## config.mk

```make
export PLATFORM = sky130hd
export DESIGN_NAME = uart_tx_feeder
export DESIGN_NICKNAME = d
export VERILOG_FILES = /design/src/rtl/uart_pkg.sv /design/src/rtl/sync_fifo.sv /design/src/rtl/uart_tx_feeder.sv
export SDC_FILE = /design/constraint.sdc
export NUM_CORES = 1
export LEC_CHECK = 0
export ABC_AREA = 1
export ABC_CLOCK_PERIOD_IN_PS = 1900
export BUFFER_PORTS_ARGS = -buffer_cell sky130_fd_sc_hd__buf_4
export CAP_MARGIN = 20
export CORE_MARGIN = 2
export CORE_UTILIZATION = 28
export CTS_CLUSTER_DIAMETER = 30
export CTS_CLUSTER_SIZE = 12
export DETAILED_ROUTE_END_ITERATION = 10
export GPL_TIMING_DRIVEN = 0
export PLACE_DENSITY = 0.49
export SETUP_SLACK_MARGIN = 0.1
export SYNTH_ARGS = -nofsm -noshare
export SYNTH_HDL_FRONTEND = slang
export SYNTH_SLANG_ARGS = --single-unit
```

## constraint.sdc

```tcl
create_clock -name clk -period 1.9 [get_ports clk]
set_input_delay 0 -clock clk [delete_from_list [all_inputs] [get_ports clk]]
set_output_delay 0 -clock clk [all_outputs]
set_load 0.01 [all_outputs]
```

## src/rtl/uart_pkg.sv

```systemverilog
// Shared definitions for the UART transmit path: feeder FSM states, default bit
// timing and a width helper that never returns zero.
package uart_pkg;

  localparam int DEFAULT_CLK_PER_BIT = 10;

  typedef enum logic [1:0] {
    IDLE   = 2'd0,
    LAUNCH = 2'd1,
    WAIT   = 2'd2,
    GAP    = 2'd3
  } tx_state_e;

  // Bits needed to index 'value' entries; at least 1 so a 1-deep structure still gets a wire.
  function automatic int clog2_safe(input int value);
    int w;
    w = 1;
    while ((1 << w) < value) w++;
    return w;
  endfunction

endpackage

```

## src/rtl/sync_fifo.sv

```systemverilog
// Circular byte FIFO: one write port, one asynchronous read port, occupancy count
// and a synchronous flush that clears pointers and level.
module sync_fifo
  import uart_pkg::*;
#(
  parameter int DEPTH  = 16,
  parameter int DATA_W = 8
) (
  input  logic                   clk,
  input  logic                   rst_n,
  input  logic                   flush,
  input  logic                   wr_en,
  input  logic [DATA_W-1:0]      wr_data,
  input  logic                   rd_en,
  output logic [DATA_W-1:0]      rd_data,
  output logic [$clog2(DEPTH):0] level,
  output logic                   full,
  output logic                   empty
);

  localparam int PTR_W = clog2_safe(DEPTH);
  localparam int LVL_W = $clog2(DEPTH) + 1;

  logic [DATA_W-1:0] mem [DEPTH];
  logic [PTR_W-1:0]  wr_ptr;
  logic [PTR_W-1:0]  rd_ptr;
  logic              do_wr;
  logic              do_rd;

  // Flush takes priority over both ports so a same-cycle write is simply dropped.
  assign do_wr   = wr_en && !full && !flush;
  assign do_rd   = rd_en && !empty && !flush;
  assign full    = (level == LVL_W'(DEPTH));
  assign empty   = (level == '0);
  assign rd_data = mem[rd_ptr];

  // NOTE: the array is deliberately left out of reset; an entry is always written
  // before it is read, and a reset-free array can map onto distributed RAM.
  always_ff @(posedge clk) begin
    if (do_wr) mem[wr_ptr] <= wr_data;
  end

  always_ff @(posedge clk or negedge rst_n) begin
    if (!rst_n) begin
      wr_ptr <= '0;
      rd_ptr <= '0;
      level  <= '0;
    end else if (flush) begin
      wr_ptr <= '0;
      rd_ptr <= '0;
      level  <= '0;
    end else begin
      if (do_wr) wr_ptr <= wr_ptr + 1'b1;
      if (do_rd) rd_ptr <= rd_ptr + 1'b1;
      if (do_wr && !do_rd)      level <= level + 1'b1;
      else if (do_rd && !do_wr) level <= level - 1'b1;
    end
  end

endmodule

```

## src/rtl/uart_tx_feeder.sv

```systemverilog
// Byte buffer and launch sequencer in front of the UART transmitter: one frame at
// a time, tx_data held until tx_done, then a guard gap before the next launch.
module uart_tx_feeder
  import uart_pkg::*;
#(
  parameter int DEPTH       = 16,
  parameter int DATA_W      = 8,
  parameter int CLK_PER_BIT = DEFAULT_CLK_PER_BIT,
  parameter int GAP_CYCLES  = CLK_PER_BIT + 4
) (
  input  logic                   clk,
  input  logic                   rst_n,
  input  logic [DATA_W-1:0]      in_data,
  input  logic                   in_valid,
  output logic                   in_ready,
  input  logic                   flush,
  output logic                   tx_start,
  output logic [DATA_W-1:0]      tx_data,
  input  logic                   tx_done,
  output logic [$clog2(DEPTH):0] level,
  output logic                   busy,
  output logic                   overflow
);

  localparam int               GAP_W    = clog2_safe(GAP_CYCLES);
  localparam logic [GAP_W-1:0] GAP_LOAD = GAP_W'(GAP_CYCLES - 1);

  tx_state_e         state;
  logic [GAP_W-1:0]  gap_cnt;
  logic [DATA_W-1:0] fifo_rd_data;
  logic              fifo_full;
  logic              fifo_empty;
  logic              launch;

  // A byte being flushed this cycle must not be launched from the stale read port.
  assign launch   = (state == IDLE) && !fifo_empty && !flush;
  assign in_ready = !fifo_full;
  assign tx_start = (state == LAUNCH);
  assign busy     = (state != IDLE);

  sync_fifo #(
    .DEPTH  (DEPTH),
    .DATA_W (DATA_W)
  ) u_fifo (
    .clk     (clk),
    .rst_n   (rst_n),
    .flush   (flush),
    .wr_en   (in_valid && in_ready),
    .wr_data (in_data),
    .rd_en   (launch),
    .rd_data (fifo_rd_data),
    .level   (level),
    .full    (fifo_full),
    .empty   (fifo_empty)
  );

  always_ff @(posedge clk or negedge rst_n) begin
    if (!rst_n) begin
      state   <= IDLE;
      gap_cnt <= '0;
      tx_data <= '0;
    end else begin
      case (state)
        IDLE: begin
          if (launch) begin
            tx_data <= fifo_rd_data;
            state   <= LAUNCH;
          end
        end
        LAUNCH: state <= WAIT;
        WAIT: begin
          if (tx_done) begin
            gap_cnt <= GAP_LOAD;
            state   <= GAP;
          end
        end
        GAP: begin
          if (gap_cnt == '0) state   <= IDLE;
          else               gap_cnt <= gap_cnt - 1'b1;
        end
        default: state <= IDLE;
      endcase
    end
  end

  always_ff @(posedge clk or negedge rst_n) begin
    if (!rst_n)                      overflow <= 1'b0;
    else if (flush)                  overflow <= 1'b0;
    else if (in_valid && !in_ready)  overflow <= 1'b1;
  end

endmodule
```

==> flow_summary.yaml <==
outcome:
  status: "complete, but fails checks"
  failed_checks: "negative setup slack"
drt:
  drtAntennaViolNets: 0
  drc: 0
  first_pass_iters: 4
  finalWirelength_um: 18500
  dr.first_iter.drc_count: 420
  vias: 4735
  via_per_inst: 4.50
  routedWlPerCell_um: 17.6
synthesis:
  synthDistinctLibCells: 33
  syn-cell-area_um2: 6770
  yosysMostFrequentCell: "nand2_1"
  syn_inst: 627
  ys_seq_area_frac: 0.671
  synth_seq_cells: 156
  dominantRegCellSynth: "edfxtp_1"
  yosysTopAreaCell: "edfxtp_1"
  syn_nets: 656
  synth_edf_count: 128
  synth.avg_cell_area_um2: 10.8
  synth_top_area_share: 0.568
  yosys-top-cells-area: "edfxtp_1 (57%), dfrtp_1 (10%), nand2_1 (7.4%), nor2_1 (6.4%), nand3_1 (4.5%)"
  yosysWarnings: 0
  synth-async-reset-ratio: 0.179
  synth_common_cells: "nand2_1 (133), edfxtp_1 (128), nor2_1 (116)"
placed_design:
  dp.cells: 975
  numPortBuffers: 29
  gp_congestion: 0.937
  dp_hpwl_um: 12200
  post-place-ws_ps: -408
critical_path:
  endpoint_kind: "flop"
  worst_path_most_repeated_cell: "buf_4"
  path_buf_inv: 3
  critPathKind: "flop to flop"
  worstReg2RegEnd: "u_fifo.level[2]$_DFFE_PN0P_"
  path_cells: "nor2_4 > nand3_2 > nand3_4 > buf_8 > nand2_8 > fa_2 > buf_4 > buf_4 > xnor2_2 > o21ai_2"
  startpoint_type: "flop"
  slowest_delay_ps: 430
  crit_family: "simple AND/OR/NAND/NOR gates"
  required_ps: 2210
  r2r_slack_ps: -50
  critPathMaxFanout: 6
  reg2reg_depth: 10
  crit_arrival_ps: 2260
  critPathSlowestCell: "dfrtp_2"
  rr_startpoint: "u_fifo.level[1]$_DFFE_PN0P_"
  path_depth: 10
run:
  max-cap-violations: 0
clock_tree:
  clk_latency_ps: 420
  root_buffer: "clkbuf_16"
  clk_path_buf_depth: 2
  cts_tree: "built"
  cts_max_level: 4
  clock-sinks: 156
  path_clk_slew_ps: 60
  cts-buffers-inserted: 17
floorplan:
  die_w_um: 159
  start_util: 0.287
  core-area_um2: 23600
  die_h_um: 159
  dieArea_um2: 25400
  rows: 56
  io_pins: 30
pwr:
  power.density_nw_per_um2: 1320
  p_leak_nw: 3.33
  peakVddDrop_mv: 0.642
  power_mw: 11.6
sta:
  drv_slew: 0
  final.setup.tns_ps: -122
  setup_ws_ps: -48.4
  hold_viol_final: 0
  slew_headroom: 0.645
  tightest_slew_ps: 533
  skew_ps: 8.83
  finalSetupViolCount: 3
  period_needed_ps: 1950
  period_share: 1.03
  rsz0062_at_grt: "true"
  fmax_ghz: 0.513
global_route:
  grt_max_degree: 29
  grt_overflow: 0
  grt_pass1_vias: 4572
  antenna_found_initial: 0
  grt_pass1_wl_um: 27900
  grtUsageTotal: 0.148
min_path:
  hold_path_class: "input pin to asynchronous set/reset pin"
final_layout:
  multi_input_area_um2: 2240
  fin_cells: 1052
  syn2layout_area_growth_pct: 30.0
  fillers: 2346
  drive_gt1_frac: 0.239
  insertedDiodeCount: 0
  seq_area_um2: 4550
  finalNetCount: 749
[kinds of logic (layout without fill, tap and decap cells)]
| group | after synthesis | count (layout) | synth area share |
|---|---|---|---|
| simple gates | 324 | 324 | 0.199 |
| flops | 156 | 156 | 0.671 |
| compound gates | 76 | 76 | 0.0595 |
| buf+inv | 52 | 158 | 0.0360 |
| fa+ha+maj | 16 | 16 | 0.0307 |
| xor+xnor | 3 | 3 | 0.00388 |
[cell type report]
class / instances / area share
sequential: 156 / 0.517
clock buffer: 18 / 0.0488
inverter: 26 / 0.0114
clock inverter: 14 / 0.0208
multi-input combinational: 419 / 0.255
tap: 319 / 0.0454
timing repair buffer: 74 / 0.0826
buffer: 26 / 0.0191
[worst max path at each step]
stage                                start                     endpoint  slack (ps)
6_report       u_fifo.level[1]$_DFFE_PN0P_  u_fifo.level[2]$_DFFE_PN0P_         -50
5_1_grt        u_fifo.level[1]$_DFFE_PN0P_  u_fifo.level[4]$_DFFE_PN0P_        -210
4_1_cts        u_fifo.level[0]$_DFFE_PN0P_  u_fifo.level[4]$_DFFE_PN0P_         -40
2_1_floorplan  u_fifo.level[1]$_DFFE_PN0P_  u_fifo.level[4]$_DFFE_PN0P_         -20
3_3_place_gp   u_fifo.level[0]$_DFFE_PN0P_  u_fifo.mem[12][4]$_DFFE_PP_        -420
3_5_place_dp   u_fifo.level[0]$_DFFE_PN0P_  u_fifo.mem[12][4]$_DFFE_PP_        -410
[flip-flops by register name, indices dropped and copies added (netlist names)]
signal         cells
gap_cnt            4
overflow           1
state              2
tx_data            8
u_fifo.level       5
u_fifo.mem       128
u_fifo.rd_ptr      4
u_fifo.wr_ptr      4
[power breakdown]
group / internal, mW / switching, mW / leakage, nW
Combinational: 1.55 / 2.39 / 1.53
Sequential: 3.97 / 0.180 / 1.50
Clock: 2.09 / 1.42 / 0.294
Total: 7.62 / 3.98 / 3.33
[per-stage QoR]
stage                     cell area, um2  utilization  hold WS, ps
final                               8800        0.373         46.5
after global routing                8800        0.373         88.6
after CTS                           8600        0.364         42.1
after detailed placement            7450        0.316        -48.2
after global placement              7450        0.316        -46.4
after floorplan                     6840            -         -296
[per-layer routing]
layer	global-route usage	up-vias	share of wire
met4	0.0678	0	0.032
met5	0	-	0
met2	0.242	105	0.49
li1	-	2333	-
met1	0.190	2265	0.44
met3	0.0266	32	0.039
[placed cells by master, fill, tap and decap left out, drive strengths merged]
cell and instances:
o21ai 65, xor2 1, nand2 138, xnor2 2
nor3b 1, dlygate4sd3 12, ha 15, inv 29
nand4 2, nor3 2, clkinv 6, clkinvlp 2
buf 77, edfxtp 128, clkbuf 29, o21a 1
nand3 63, a21oi 9, nor2 118, dfrtp 28
bufinv 3, fa 1, o22ai 1
[timing repair]
item,4_1_cts,5_1_grt
hold endpoints to repair,165,0
setup endpoints to repair,137,133
gates resized for setup,35,26
pin swaps,14,12
hold buffers,12,0
buffers inserted,23,10
gates cloned,0,0
[worst reg2reg max path: cells and delay by family (launching register included)]
| family | cells | cell delay, ps |
|---|---|---|
| buffers and inverters | 3 | 380 |
| and+or+nand+nor | 4 | 450 |
| DFF | 1 | 430 |
| AOI/OAI and AO/OA | 1 | 60 |
| adders and majority gates | 1 | 370 |
| xor gates and xnor gates | 1 | 140 |
No activity file was read; power rests on OpenSTA's default activity.
